--- src/rtl/trap_sequencer_pkg.sv ---
// Shared constants for the M-mode trap sequencer: trap codes, CSR addresses,
// cause codes, FSM state encodings and the mstatus read-modify-write helper.
package trap_sequencer_pkg;

    localparam logic [2:0] TRAP_NONE       = 3'd0;
    localparam logic [2:0] TRAP_ECALL      = 3'd1;
    localparam logic [2:0] TRAP_EBREAK     = 3'd2;
    localparam logic [2:0] TRAP_MISALIGNED = 3'd3;
    localparam logic [2:0] TRAP_FENCEI     = 3'd4;
    localparam logic [2:0] TRAP_MRET       = 3'd5;

    localparam logic [11:0] CSR_MSTATUS = 12'h300;
    localparam logic [11:0] CSR_MTVEC   = 12'h305;
    localparam logic [11:0] CSR_MEPC    = 12'h341;
    localparam logic [11:0] CSR_MCAUSE  = 12'h342;
    localparam logic [11:0] CSR_MTVAL   = 12'h343;

    localparam logic [4:0] CAUSE_MISALIGNED = 5'd0;
    localparam logic [4:0] CAUSE_EBREAK     = 5'd3;
    localparam logic [4:0] CAUSE_ECALL      = 5'd11;
    localparam logic [4:0] IRQ_MSI          = 5'd3;
    localparam logic [4:0] IRQ_MTI          = 5'd7;
    localparam logic [4:0] IRQ_MEI          = 5'd11;
    localparam logic [4:0] IRQ_PLAT_BASE    = 5'd16;

    localparam int MIP_MSI = 0;
    localparam int MIP_MTI = 1;
    localparam int MIP_MEI = 2;

    localparam logic [3:0] S_IDLE       = 4'd0;
    localparam logic [3:0] S_WR_MEPC    = 4'd1;
    localparam logic [3:0] S_WR_MCAUSE  = 4'd2;
    localparam logic [3:0] S_WR_MTVAL   = 4'd3;
    localparam logic [3:0] S_RD_MSTATUS = 4'd4;
    localparam logic [3:0] S_WR_MSTATUS = 4'd5;
    localparam logic [3:0] S_RD_MTVEC   = 4'd6;
    localparam logic [3:0] S_RD_MEPC    = 4'd7;
    localparam logic [3:0] S_DONE       = 4'd8;
    localparam logic [3:0] S_FENCEI     = 4'd9;
    localparam logic [3:0] S_WAIT_CLR   = 4'd10;

    function automatic logic [4:0] exc_cause(input logic [2:0] code);
        logic [4:0] c;
        case (code)
            TRAP_ECALL:  c = CAUSE_ECALL;
            TRAP_EBREAK: c = CAUSE_EBREAK;
            default:     c = CAUSE_MISALIGNED;
        endcase
        return c;
    endfunction

    // Low mstatus bits: MIE=3, MPIE=7, MPP=12:11. Trap entry stacks MIE, MRET unstacks it.
    function automatic logic [12:0] mstatus_update(input logic [12:0] m, input logic is_mret);
        logic [12:0] r;
        r = m;
        if (is_mret) begin
            r[3] = m[7];
            r[7] = 1'b1;
        end else begin
            r[7] = m[3];
            r[3] = 1'b0;
        end
        r[12:11] = 2'b11;
        return r;
    endfunction

endpackage

--- src/rtl/trap_sequencer_if.sv ---
// CSR-file access bus driven by the trap sequencer (master) toward the CSR file (slave).
interface trap_sequencer_if #(
    parameter int XLEN = 32
);
    logic [11:0]     csr_trap_address;
    logic            csr_trap_write_en;
    logic [XLEN-1:0] csr_trap_write_data;
    logic [XLEN-1:0] csr_read_data;

    modport master (
        output csr_trap_address, csr_trap_write_en, csr_trap_write_data,
        input  csr_read_data
    );

    modport slave (
        input  csr_trap_address, csr_trap_write_en, csr_trap_write_data,
        output csr_read_data
    );
endinterface

--- src/rtl/trap_sequencer_irq_arbiter.sv ---
// Fixed-priority interrupt selector: MEI > MSI > MTI > plat[0] > ... > plat[n-1].
module trap_irq_arbiter
    import trap_sequencer_pkg::*;
#(
    parameter int NUM_PLAT_IRQ = 4
) (
    input  logic [NUM_PLAT_IRQ+2:0] irq_mip_i,
    output logic                    irq_valid_o,
    output logic [4:0]              irq_cause_o
);

    // Scan platform lines from highest index down so the lowest pending index wins.
    always_comb begin
        irq_valid_o = 1'b0;
        irq_cause_o = 5'd0;
        for (int i = NUM_PLAT_IRQ - 1; i >= 0; i--) begin
            irq_cause_o = irq_mip_i[3 + i] ? (IRQ_PLAT_BASE + 5'(i)) : irq_cause_o;
            irq_valid_o = irq_valid_o | irq_mip_i[3 + i];
        end
        if (irq_mip_i[MIP_MEI]) begin
            irq_valid_o = 1'b1;
            irq_cause_o = IRQ_MEI;
        end else if (irq_mip_i[MIP_MSI]) begin
            irq_valid_o = 1'b1;
            irq_cause_o = IRQ_MSI;
        end else if (irq_mip_i[MIP_MTI]) begin
            irq_valid_o = 1'b1;
            irq_cause_o = IRQ_MTI;
        end else begin
            irq_valid_o = irq_valid_o;
        end
    end

endmodule

--- src/rtl/trap_sequencer.sv ---
// M-mode trap sequencer: walks the CSR file through exception/interrupt entry,
// MRET return and FENCE.I, then presents the redirect target to PC logic.
module trap_sequencer
    import trap_sequencer_pkg::*;
#(
    parameter int XLEN         = 32,
    parameter int NUM_PLAT_IRQ = 4,
    parameter int VECTORED_EN  = 1,
    parameter int EBREAK_HALT  = 1,
    parameter int MRET_PLUS4   = 0
) (
    input  logic                    clk,
    input  logic                    rst_n,
    input  logic [XLEN-1:0]         pc,
    input  logic [2:0]              trap_status,
    input  logic [XLEN-1:0]         trap_value,
    input  logic [NUM_PLAT_IRQ+2:0] irq_mip,
    input  logic                    mstatus_mie,
    trap_sequencer_if.master        csr,
    output logic [XLEN-1:0]         trap_target,
    output logic                    trap_target_valid,
    output logic                    trap_done,
    output logic                    ic_clean,
    output logic                    debug_mode,
    output logic                    irq_taken
);

    logic [3:0]      state_q, state_d;
    logic [2:0]      code_q, code_d;
    logic            irq_q, irq_d, debug_q, debug_d;
    logic [XLEN-1:0] pc_q, pc_d, cause_q, cause_d, mtval_q, mtval_d;
    logic [XLEN-1:0] mstatus_q, mstatus_d, target_q, target_d;
    logic            irq_valid_s, is_exc_s, halt_s;
    logic [4:0]      irq_cause_s;
    logic [XLEN-1:0] base_s;

    trap_irq_arbiter #(.NUM_PLAT_IRQ(NUM_PLAT_IRQ)) u_arb (
        .irq_mip_i   (irq_mip),
        .irq_valid_o (irq_valid_s),
        .irq_cause_o (irq_cause_s)
    );

    assign is_exc_s = (trap_status == TRAP_ECALL) || (trap_status == TRAP_EBREAK)
                   || (trap_status == TRAP_MISALIGNED);
    assign halt_s   = (EBREAK_HALT != 32'sd0) && (code_q == TRAP_EBREAK);
    assign base_s   = {csr.csr_read_data[XLEN-1:2], 2'b00};

    // Next-state and latched-context logic.
    always_comb begin
        state_d   = state_q;
        code_d    = code_q;
        irq_d     = irq_q;
        pc_d      = pc_q;
        cause_d   = cause_q;
        mtval_d   = mtval_q;
        mstatus_d = mstatus_q;
        target_d  = target_q;
        debug_d   = debug_q;
        case (state_q)
            S_IDLE: begin
                if (trap_status == TRAP_MRET) begin
                    code_d  = TRAP_MRET;
                    irq_d   = 1'b0;
                    state_d = S_RD_MSTATUS;
                end else if (is_exc_s) begin
                    code_d  = trap_status;
                    irq_d   = 1'b0;
                    pc_d    = pc;
                    cause_d = {{(XLEN-5){1'b0}}, exc_cause(trap_status)};
                    if (trap_status == TRAP_MISALIGNED) begin
                        mtval_d = trap_value;
                    end else if (trap_status == TRAP_EBREAK) begin
                        mtval_d = pc;
                    end else begin
                        mtval_d = '0;
                    end
                    state_d = S_WR_MEPC;
                end else if (trap_status == TRAP_FENCEI) begin
                    code_d  = TRAP_FENCEI;
                    state_d = S_FENCEI;
                end else if ((trap_status == TRAP_NONE) && mstatus_mie && irq_valid_s) begin
                    code_d  = TRAP_NONE;
                    irq_d   = 1'b1;
                    pc_d    = pc;
                    cause_d = {1'b1, {(XLEN-6){1'b0}}, irq_cause_s};
                    mtval_d = '0;
                    state_d = S_WR_MEPC;
                end else begin
                    state_d = S_IDLE;
                end
            end
            S_WR_MEPC:    state_d = S_WR_MCAUSE;
            S_WR_MCAUSE:  state_d = S_WR_MTVAL;
            S_WR_MTVAL:   state_d = S_RD_MSTATUS;
            S_RD_MSTATUS: begin
                mstatus_d = csr.csr_read_data;
                state_d   = S_WR_MSTATUS;
            end
            S_WR_MSTATUS: begin
                if (code_q == TRAP_MRET) begin
                    state_d = S_RD_MEPC;
                end else if (halt_s) begin
                    state_d = S_DONE;
                end else begin
                    state_d = S_RD_MTVEC;
                end
            end
            S_RD_MTVEC: begin
                // Only interrupts honour vectored mode; the offset wraps modulo 2^XLEN.
                if (irq_q && (VECTORED_EN != 32'sd0) && (csr.csr_read_data[1:0] == 2'b01)) begin
                    target_d = base_s + {cause_q[XLEN-3:0], 2'b00};
                end else begin
                    target_d = base_s;
                end
                state_d = S_DONE;
            end
            S_RD_MEPC: begin
                target_d = (MRET_PLUS4 != 32'sd0)
                         ? csr.csr_read_data + {{(XLEN-3){1'b0}}, 3'd4}
                         : csr.csr_read_data;
                state_d  = S_DONE;
            end
            S_DONE: begin
                if (halt_s) begin
                    debug_d = 1'b1;
                end else if (code_q == TRAP_MRET) begin
                    debug_d = 1'b0;
                end else begin
                    debug_d = debug_q;
                end
                state_d = S_WAIT_CLR;
            end
            S_FENCEI:   state_d = S_WAIT_CLR;
            S_WAIT_CLR: state_d = (trap_status == TRAP_NONE) ? S_IDLE : S_WAIT_CLR;
            default:    state_d = S_IDLE;
        endcase
    end

    // State and context registers; reset aborts any sequence in flight.
    always_ff @(posedge clk or negedge rst_n) begin
        if (!rst_n) begin
            state_q   <= S_IDLE;
            code_q    <= TRAP_NONE;
            irq_q     <= 1'b0;
            pc_q      <= '0;
            cause_q   <= '0;
            mtval_q   <= '0;
            mstatus_q <= '0;
            target_q  <= '0;
            debug_q   <= 1'b0;
        end else begin
            state_q   <= state_d;
            code_q    <= code_d;
            irq_q     <= irq_d;
            pc_q      <= pc_d;
            cause_q   <= cause_d;
            mtval_q   <= mtval_d;
            mstatus_q <= mstatus_d;
            target_q  <= target_d;
            debug_q   <= debug_d;
        end
    end

    // Moore output decode from the state register.
    always_comb begin
        csr.csr_trap_address    = 12'h000;
        csr.csr_trap_write_en   = 1'b0;
        csr.csr_trap_write_data = '0;
        trap_done               = 1'b0;
        case (state_q)
            S_WR_MEPC: begin
                csr.csr_trap_address    = CSR_MEPC;
                csr.csr_trap_write_en   = 1'b1;
                csr.csr_trap_write_data = pc_q;
            end
            S_WR_MCAUSE: begin
                csr.csr_trap_address    = CSR_MCAUSE;
                csr.csr_trap_write_en   = 1'b1;
                csr.csr_trap_write_data = cause_q;
            end
            S_WR_MTVAL: begin
                csr.csr_trap_address    = CSR_MTVAL;
                csr.csr_trap_write_en   = 1'b1;
                csr.csr_trap_write_data = mtval_q;
            end
            S_RD_MSTATUS: csr.csr_trap_address = CSR_MSTATUS;
            S_WR_MSTATUS: begin
                csr.csr_trap_address    = CSR_MSTATUS;
                csr.csr_trap_write_en   = 1'b1;
                csr.csr_trap_write_data = {mstatus_q[XLEN-1:13],
                                           mstatus_update(mstatus_q[12:0], code_q == TRAP_MRET)};
            end
            S_RD_MTVEC: csr.csr_trap_address = CSR_MTVEC;
            S_RD_MEPC:  csr.csr_trap_address = CSR_MEPC;
            S_IDLE, S_DONE, S_FENCEI, S_WAIT_CLR: trap_done = 1'b1;
            default: trap_done = 1'b0;
        endcase
    end

    assign trap_target       = target_q;
    assign trap_target_valid = (state_q == S_DONE) && !halt_s;
    assign irq_taken         = (state_q == S_DONE) && irq_q;
    assign ic_clean          = (state_q == S_FENCEI);
    assign debug_mode        = debug_q;

endmodule

--- src/flat_wrapper.sv ---
// flat-port wrapper written by rule: the top's interface ports become plain ports
module trap_sequencer_flat import trap_sequencer_pkg::*;
#(
    parameter int XLEN         = 32,
    parameter int NUM_PLAT_IRQ = 4,
    parameter int VECTORED_EN  = 1,
    parameter int EBREAK_HALT  = 1,
    parameter int MRET_PLUS4   = 0
)
  (clk, rst_n, pc, trap_status, trap_value, irq_mip, mstatus_mie, trap_target, trap_target_valid, trap_done, ic_clean, debug_mode, irq_taken, csr_csr_trap_address, csr_csr_trap_write_en, csr_csr_trap_write_data, csr_csr_read_data);
  trap_sequencer_if #(.XLEN(XLEN)) csr_i ();
  input  logic clk;
  input  logic rst_n;
  input  logic [XLEN-1:0] pc;
  input  logic [2:0] trap_status;
  input  logic [XLEN-1:0] trap_value;
  input  logic [NUM_PLAT_IRQ+2:0] irq_mip;
  input  logic mstatus_mie;
  output logic [XLEN-1:0] trap_target;
  output logic trap_target_valid;
  output logic trap_done;
  output logic ic_clean;
  output logic debug_mode;
  output logic irq_taken;
  output wire logic [$bits(csr_i.csr_trap_address)-1:0] csr_csr_trap_address;
  output wire logic [$bits(csr_i.csr_trap_write_en)-1:0] csr_csr_trap_write_en;
  output wire logic [$bits(csr_i.csr_trap_write_data)-1:0] csr_csr_trap_write_data;
  input wire logic [$bits(csr_i.csr_read_data)-1:0] csr_csr_read_data;
  assign csr_csr_trap_address = csr_i.csr_trap_address;
  assign csr_csr_trap_write_en = csr_i.csr_trap_write_en;
  assign csr_csr_trap_write_data = csr_i.csr_trap_write_data;
  assign csr_i.csr_read_data = csr_csr_read_data;
  trap_sequencer #(.XLEN(XLEN), .NUM_PLAT_IRQ(NUM_PLAT_IRQ), .VECTORED_EN(VECTORED_EN), .EBREAK_HALT(EBREAK_HALT), .MRET_PLUS4(MRET_PLUS4)) u_core (.clk(clk), .rst_n(rst_n), .pc(pc), .trap_status(trap_status), .trap_value(trap_value), .irq_mip(irq_mip), .mstatus_mie(mstatus_mie), .csr(csr_i), .trap_target(trap_target), .trap_target_valid(trap_target_valid), .trap_done(trap_done), .ic_clean(ic_clean), .debug_mode(debug_mode), .irq_taken(irq_taken));
endmodule
--- config.mk ---
export PLATFORM = sky130hd
export DESIGN_NAME = trap_sequencer_flat
export DESIGN_NICKNAME = d
export VERILOG_FILES = /design/src/rtl/trap_sequencer_pkg.sv /design/src/rtl/trap_sequencer_if.sv /design/src/rtl/trap_sequencer_irq_arbiter.sv /design/src/rtl/trap_sequencer.sv /design/src/flat_wrapper.sv
export SDC_FILE = /design/constraint.sdc
export NUM_CORES = 1
export LEC_CHECK = 0
export ABC_AREA = 1
export ABC_CLOCK_PERIOD_IN_PS = 1900
export BUFFER_PORTS_ARGS = -buffer_cell sky130_fd_sc_hd__buf_2
export CAP_MARGIN = 20
export CORE_MARGIN = 5
export CORE_UTILIZATION = 49
export CTS_BUF_LIST = sky130_fd_sc_hd__clkbuf_8 sky130_fd_sc_hd__clkbuf_16
export CTS_CLUSTER_DIAMETER = 50
export CTS_CLUSTER_SIZE = 20
export DETAILED_ROUTE_END_ITERATION = 8
export GPL_TIMING_DRIVEN = 1
export PLACE_DENSITY = 0.84
export RECOVER_POWER = 25
export SYNTH_ARGS = -nofsm -noshare
export SYNTH_HDL_FRONTEND = slang
export SYNTH_SLANG_ARGS = --single-unit
--- constraint.sdc ---
create_clock -name clk -period 1.9 [get_ports clk]
set_input_delay 0.19 -clock clk [delete_from_list [all_inputs] [get_ports clk]]
set_output_delay 0.19 -clock clk [all_outputs]
set_load 0.05 [all_outputs]
Word level (Yosys, flattened, before mapping)

Index checks and enable logic that the tools add are counted.

Bits in registers: 169
Input port bits: 109
Output and inout bits: 82
Word-level logic and storage cells: 107

Add/subtract/negate cells: 1
Equality and inequality tests: 20
Multiplexer cells: 48
Bitwise gates (word level): 4
Reduce and logical (&&, ||, !) cells: 25

Operators with widths:

| cell                                                            | count |
|---|---|
| 32-bit 2-to-1 mux                                               | 12 |
| 32-bit one-hot mux with 4 select lines                          | 1 |
| 32-bit one-hot mux with 2 select lines                          | 1 |
| 10-bit one-hot mux with 5 select lines                          | 1 |
| 4-bit one-hot mux with 9 select lines                           | 1 |
| 5-bit 2-to-1 mux                                                | 7 |
| 32-bit adder                                                    | 1 |
| 4-bit 2-to-1 mux                                                | 6 |
| 4-bit by 3-bit == test with 1-bit output, second input constant | 4 |
| 1-bit 2-to-1 mux                                                | 14 |
| 4-bit == test, second input constant                            | 3 |
| 3-bit 2-to-1 mux                                                | 4 |
| 3-bit by 2-bit == test with 1-bit output, second input constant | 3 |
| 3-bit == test, second input constant                            | 3 |
| 4-bit by 2-bit == test with 1-bit output, second input constant | 2 |
| 4-bit one-hot mux with 2 select lines                           | 1 |
| 2-bit OR reduction                                              | 4 |
| 4-bit OR reduction                                              | 2 |
| 2-bit nonzero test                                              | 3 |
| 1-bit logical AND                                               | 5 |
| 4-bit by 1-bit == test with 1-bit output, second input constant | 1 |
| 4-bit logical NOT                                               | 1 |
| 2-bit AND reduction                                             | 2 |
| 4-bit AND reduction                                             | 1 |
| 12 further kinds                                                | 15 |

Depth between registers and ports, before layout

Gate-level depths: netlist of the first run.

Depth in word-level cells: 12
Depth in mapped cells: 11
Mapped depth without buffers: 11

By module

Synthesis of the first run repeated with hierarchy kept, for this count alone.

Cells, all modules: 1012
Area total of the unflattened synthesis: 7752.4 µm²

Modules (own cells, without submodules):

| module           | instances | cells an instance | area an instance (µm²) |
|---|---|---|---|
| trap_sequencer   | 1         | 990               | 7662.3 |
| trap_irq_arbiter | 1         | 22                | 90.1 |

Worst setup path before layout of the first run

OpenSTA, ideal clock, no wires.

Path type: reg2out
Start point: register u_core.state_q[3]
End point: output port csr_csr_trap_write_data[2]
Arrival time: 1.831 ns
Data required time: 1.710 ns
Path slack: -0.121 ns
Cell stages (with the launch flop): 6
Buffers on the path: 0
Path through: dfrtp_1 nor2_2 inv_2 nor2_1 inv_1 o2111ai_1

Word-level cells in the longest chain between the ends: 2
Elaborated cells between the ends (all ways): 5
Those cells by class: eq/ne: 4; mux: 1

RTL lines:

| element                                                          | line                  | text |
|---|---|---|
| start, declared                                                  | trap_sequencer.sv:28  | `logic [3:0] state_q, state_d;` |
| start signal, assigned                                           | trap_sequencer.sv:152 | `state_q <= state_d;` |
| 4-bit by 3-bit == test with 1-bit output (tied with other cells) | trap_sequencer.sv:170 | `case (state_q)` |
| 32-bit one-hot mux with 4 select lines *                         | trap_sequencer.sv:170 |  |
| end, declared                                                    | flat_wrapper.sv:27    | `output wire logic [$bits(csr_i.csr_trap_write_data)-1:0] csr_csr_trap_write_data;` |

Mark *: on every way between the ends. The rest lies on a longest branch, timed or not.

Final worst setup path of the first run

Start point: register u_core.state_q[3]
End point: output port csr_csr_trap_write_data[31]

The elaborated chain is that of the path after synthesis.

==> results of run 1 <==
[repair_timing]
action	CTS	global route
pin swaps	10	19
setup endpoints to repair	42	131
setup buffers	16	19
resized for setup	128	107
hold buffers	31	0
endpoints found under the hold margin	80	0
gates cloned	4	12
[logic make-up (layout without fill, tap and decap cells)]
logic type,Yosys count,count (layout),share of synthesized area
flip-flops,141,141,0.462
other,1,6,0.000491
XOR/XNOR,4,4,0.00458
AND/OR/NAND/NOR,610,612,0.334
adder cells (fa/ha/maj),6,6,0.0108
buffers and inverters,137,406,0.0799
AO/OA/AOI/OAI,143,143,0.109
[worst max-delay path by stage]
stage                             startpoint                            endpoint  slack (ps)
2_1_floorplan    u_core.state_q[3]$_DFF_PN0_          csr_csr_trap_write_data[2]        -120
3_3_place_gp   u_core.cause_q[0]$_DFFE_PN0P_  u_core.trap_target[22]$_DFFE_PN0P_          50
3_5_place_dp   u_core.cause_q[0]$_DFFE_PN0P_  u_core.trap_target[16]$_DFFE_PN0P_         -40
4_1_cts          u_core.state_q[0]$_DFF_PN0_          csr_csr_trap_write_data[3]        -140
5_1_grt          u_core.state_q[3]$_DFF_PN0_          csr_csr_trap_write_data[0]        -320
6_report         u_core.state_q[3]$_DFF_PN0_         csr_csr_trap_write_data[31]        -260
[registers in the layout, indices dropped and copies added, names as in the netlist]
signal and cells:
u_core.cause_q 6, u_core.code_q 3, u_core.debug_mode 1, u_core.irq_q 1, u_core.mstatus_q 30, u_core.mtval_q 32, u_core.pc_q 32, u_core.state_q 4
u_core.trap_target 32
[through the flow]
step | power [mW] | setup TNS, ps | util
global placement | 12.4 | 0 | 0.583
finish | 19.2 | -9080 | 0.739
global route | 19.9 | -21260 | 0.739
CTS | 17.4 | -2770 | 0.689
detailed placement | 12.6 | -171 | 0.583
floorplan | 10.5 | -256 | -
[worst max-delay path, stage by stage, from the launching register on]
cell and delay [ps]:
dfrtp_1 410, nor2_2 180, inv_2 110, nor2_4 190
buf_12 150, buf_12 130, nand2_2 60, nand4_1 130
buf_6 180
[per-layer routing]
layer  GRT usage  wire length [um]  vias to the layer above
li1            -                 -                     3898
met5           0                 0                        -
met2       0.472             14800                      824
met3      0.0812              3980                      193
met1       0.412             11800                     4311
met4       0.121              1830                        0
[area by class of cell]
class / instances / area (um2) / area share
Timing Repair Buffer: 287 / 2520 / 0.223
Sequential cell: 141 / 3530 / 0.313
Clock inverter: 14 / 194 / 0.0172
Tap cell: 211 / 264 / 0.0234
Multi-Input combinational cell: 771 / 3980 / 0.353
Inverter: 87 / 348 / 0.0309
Clock buffer: 18 / 439 / 0.0390
[synthesized netlist by cell type (all sizes together)]
cell type and count:
clkbuf 12, o2111ai 2, a22oi 32, clkinv 1, conb 1, dfrtp 141, o21ai 87, a21boi 2
and2 1, nor2 69, nor3 4, inv 86, o22a 1, o221ai 1, nand4 22, buf 38
fa 1, a21oi 14, o22ai 1, or2 1, a221o 2, xor2 4, nand3b 3, ha 5
o21a 1, nand2 429, nand3 79, and3 2
[power breakdown]
| group | internal, mW | switching [mW] | total [mW] |
|---|---|---|---|
| logic | 3.50 | 6.50 | 10.0 |
| registers | 4.46 | 1.10 | 5.56 |
| clock network | 2.23 | 1.38 | 3.61 |
[cells in the final DEF (no fill, tap or decap), types with 3 or more instances in the layout]
cell / n
a21oi_1: 13
a22oi_1: 32
buf_12: 12
buf_16: 6
buf_2: 142
buf_4: 41
buf_6: 25
buf_8: 18
bufinv_16: 4
clkbuf_16: 25
clkinv_4: 4
clkinvlp_4: 4
conb_1: 6
dfrtp_1: 139
dlygate4sd3_1: 31
ha_4: 4
inv_1: 71
inv_2: 12
nand2_1: 393
nand2_2: 24
nand2_4: 13
nand3_1: 54
nand3_2: 18
nand3_4: 7
nand3b_1: 3
nand4_1: 22
nor2_1: 50
nor2_2: 12
nor2_4: 7
nor3_1: 4
o21ai_0: 55
o21ai_1: 31
xor2_1: 4
==> metrics, run 1 <==
Vias=9226; area leader, netlist=dfrtp_1; area of placed instances=0.00890 mm2; diode count=0; peak supply drop=0.00117 V; count of nets after finishing=1420; area delta synth->final=47.5%; Die ar.=0.0182 mm2; CP Max Fanout=5; Synth top area share=0.462; # rows=45; number of port buffers=184; Hold Path Class=in2reg; CTS tree=yes; crit path setup slack, layout=-258 ps; Ports=191; crit path DAT=1970 ps; slew at the pin with the worst max-slew slack=1400 ps; reg2reg end=u_core.code_q[1]$_DFFE_PN0P_; WS Path Type=reg2out; unrepaired setup endpoints after global routing=yes; final hold vios=0; DRC=0; initial antenna violation count=0; CP Launch Type=flop; Yosys reg bits=141; first-pass GRT wire length=43.6 mm; Worst setup EP type=output pin; GRT Total Usage=0.306; max frequency=463 MHz; pre-CTS setup slack=-41.0 ps; static leakage=5.85 nW; CTS clock-pin slew for the worst setup and hold paths=60 ps; core area=0.0153 mm2; root buffer cell=clkbuf_16; drt pass-1 iters=7; R2R Path Start=u_core.state_q[1]$_DFF_PN0_; Syn Inst Count=1042; CTS Buf Count=17; worst hold start=pc[15]; Final period util=1.14; Post-Syn Area=0.00764 mm2; hold path depth=3; max-slew violation count=0; Final ANT Viol Nets=0; Area contributors post-synth=dfrtp_1 (46%), nand2_1 (21%), nand3_1 (5.0%); fillcell total=1018; hold_ws=30.0 ps; drt first-iter violations=1302; Pwr per Cell Area=1700 mW/mm2; Reg2Reg Setup Slack=-120 ps; placed cells=1417; htree depth=4; outcome=finished with violations; cell area after layout=0.0113 mm2; vias per cell=6.03; CTS Buffer Depth=2; Skew-Pair Late Insertion Delay=430 ps; Die Width=135 um; Worst Hold Path EP=u_core.pc_q[15]$_DFFE_PN0P_; clk sinks=141; Yosys cell types=40; wire per inst=21.2 um; max-cap violation count=0; final instance count without filler cells=1529; Slew headroom=0.0669; layout cells sized above 1=0.302; die height=135 um; routability congestion estimate=1.01; vias in the first global route=8242; HPWL Detailed=18.1 mm; largest net degree at the start of global routing=62; register area share after synthesis=0.462; Worst Reg-to-Reg Cells=10; Setup Skew=8.65 ps; Overflow after GRT=0; Syn Area/Cell=7.34 um2; Total Routed Length=32.4 mm; failing checks=setup timing; WP data required=1710 ps; count of warnings emitted by yosys=0; Final setup viols=86; fin crit period=2160 ps; initial core utilization=0.501
(Power assumes the default switching activity.)
==> run 2: changes to the inputs <==
Settings changed: ABC_CLOCK_PERIOD_IN_PS 1900 to unset, CORE_UTILIZATION 49 to 50, PLACE_DENSITY 0.84 to 0.83.
Clock period 1.9 ns to 2.5 ns, I/O delays scaled along.
==> metrics, run 2 (synthesis gave the netlist of run 1 again) <==
Ports=191 (unchanged); DRC=0 (unchanged); slew at the pin with the worst max-slew slack=1810 ps (+411 ps); Critical Path Source=u_core.state_q[2]$_DFF_PN0_; initial core utilization=0.507 (+0.00561); max-cap violation count=1 (+1); most common cell after layout, fill and taps aside=nand2_1; power after layout=12.4 mW (-35%); Overflow after GRT=0 (unchanged); # rows=45 (unchanged); wire per inst=16.9 um (-20%); first-pass GRT wire length=38.1 mm (-13%); worst path bufs/invs=4 (unchanged); Total Routed Length=24.0 mm (-26%); most frequent cells in the layout=nand2_1 (422), buf_2 (183), dfrtp_1 (141); final instance count without filler cells=1418 (-7.3%); max-slew violation count=71 (+71); WP data required=2250 ps (+540 ps); Pwr per Cell Area=1320 mW/mm2 (-23%); peak supply drop=0.00104 V (-11%); routability congestion estimate=0.942 (-7.0%); cell area after layout=0.00941 mm2 (-17%); CTS Buf Count=17 (unchanged); root buffer cell=clkbuf_16; outcome=finished with violations; GRT Total Usage=0.267 (-0.0384); WS Path Type=reg2out; fin crit period=2370 ps; clk sinks=141 (unchanged); CTS clock-pin slew for the worst setup and hold paths=60 ps (about the same); area of placed instances=0.00870 mm2 (-2.3%); drt pass-1 iters=6 (-1); final hold vios=0 (unchanged); CP top delay family=buffers and inverters; number of port buffers=184 (unchanged); die height=134 um (-0.93%); placed cells=1382 (-2.5%); CTS Buffer Depth=2 (unchanged); CP Cell Sequence=inv_1, nor2_2, nand2_1, clkinvlp_4, buf_4, a221o_1, buf_2; HPWL Detailed=17.5 mm (-3.2%); max frequency=421 MHz; vias per cell=5.42 (-10%); count of nets after finishing=1332 (-6.2%); area of the multi-input gates=0.00353 mm2 (-11%); Final ANT Viol Nets=0 (unchanged); R2R Path Start=u_core.cause_q[0]$_DFFE_PN0P_; crit path setup slack, layout=126 ps (+384 ps); Setup Skew=8.14 ps (-0.511 ps); vias in the first global route=7383 (-10%); Max stage delay cell, worst path=dfrtp_1; Skew-Pair Late Insertion Delay=420 ps (about the same); Die ar.=0.0179 mm2 (-1.9%); Final period util=0.950; htree depth=4 (unchanged); fillcell total=1390 (+37%); CTS tree=yes; Worst setup EP type=output pin; Die Width=134 um (-0.93%); core area=0.0151 mm2 (-1.1%); worst hold start=pc[0]; unrepaired setup endpoints after global routing=no; area delta synth->final=23.1%; Hold Path Class=in2reg; drt first-iter violations=814 (-37%); pre-CTS setup slack=408 ps (+449 ps); initial antenna violation count=0 (unchanged); layout cells sized above 1=0.215 (-0.0873); crit path DAT=2120 ps (+150 ps); final setup TNS=0 ps (+9080 ps); fin util=0.624 (-0.115); Final setup viols=0 (-100%); diode count=0 (unchanged); largest net degree at the start of global routing=100 (+61%); register area=0.00353 mm2 (about the same); CP Max Fanout=8 (+3); Slew headroom=-0.207 (-0.274); failing checks=capacitance limit, slew limit; hold_ws=42.9 ps (+12.9 ps); CP peak stage delay=420 ps (about the same); static leakage=4.99 nW (-15%); Vias=7689 (-17%); CP Launch Type=flop
-- run 2: cell count changes in the layout (fill, tap and decap cells not counted), moves of 15 or more --
cell,delta
buf_2,+41
buf_4,-29
buf_6,-25
buf_8,-18
dlygate4sd3_1,-30
nand2_1,+29
nand2_2,-19
nand3_1,+22
nand3_2,-15
-- run 2: what timing repair did --
action | CTS | global route
buffers inserted | 0 | 3
resized for setup | 1 | 1
endpoints found under the hold margin | 68 | 0
setup endpoints to repair | 1 | 6
hold buffers | 1 | 0
-- run 2: routing by layer --
layer,vias to the layer above,part of all wire,track usage
met2,390,0.46,0.426
met5,-,0,0
li1,3700,-,-
met4,0,0.012,0.0623
met3,28,0.091,0.0801
met1,3571,0.44,0.363
-- run 2: final cells by class --
class                      count  share of cell area
clock buffer                  17              0.0452
tap                          188              0.0250
multi-input combinational    769               0.375
sequential                   141               0.375
inverter                      87              0.0354
timing repair buffer         201               0.117
clock inverter                15              0.0273
-- run 2: final timing paths --
path,to,slack (ps),cells after the start
worst max-delay path,csr_csr_trap_write_data[11],130,7
worst min-delay path,u_core.pc_q[0]$_DFFE_PN0P_,40,3
worst max register to register,u_core.trap_target[20]$_DFFE_PN0P_,380,11
worst min register to register,u_core.trap_target[23]$_DFFE_PN0P_,470,2
max in group asynchronous,u_core.trap_target[20]$_DFFE_PN0P_,520,3
min in group asynchronous,u_core.cause_q[2]$_DFFE_PN0P_,850,2
-- run 2: where the power goes --
group          internal (mW)  leakage (nW)  total [mW]  switching, mW
clock network           1.89         0.319        2.93           1.04
registers               3.39          1.78        4.12          0.729
logic                   1.36          2.89        5.35           3.99
total                   6.63          4.99        12.4           5.76
-- run 2: worst min-delay path, stage by stage --
cell and delay, ps:
buf_2 90, nand2_1 50, nand2_1 40
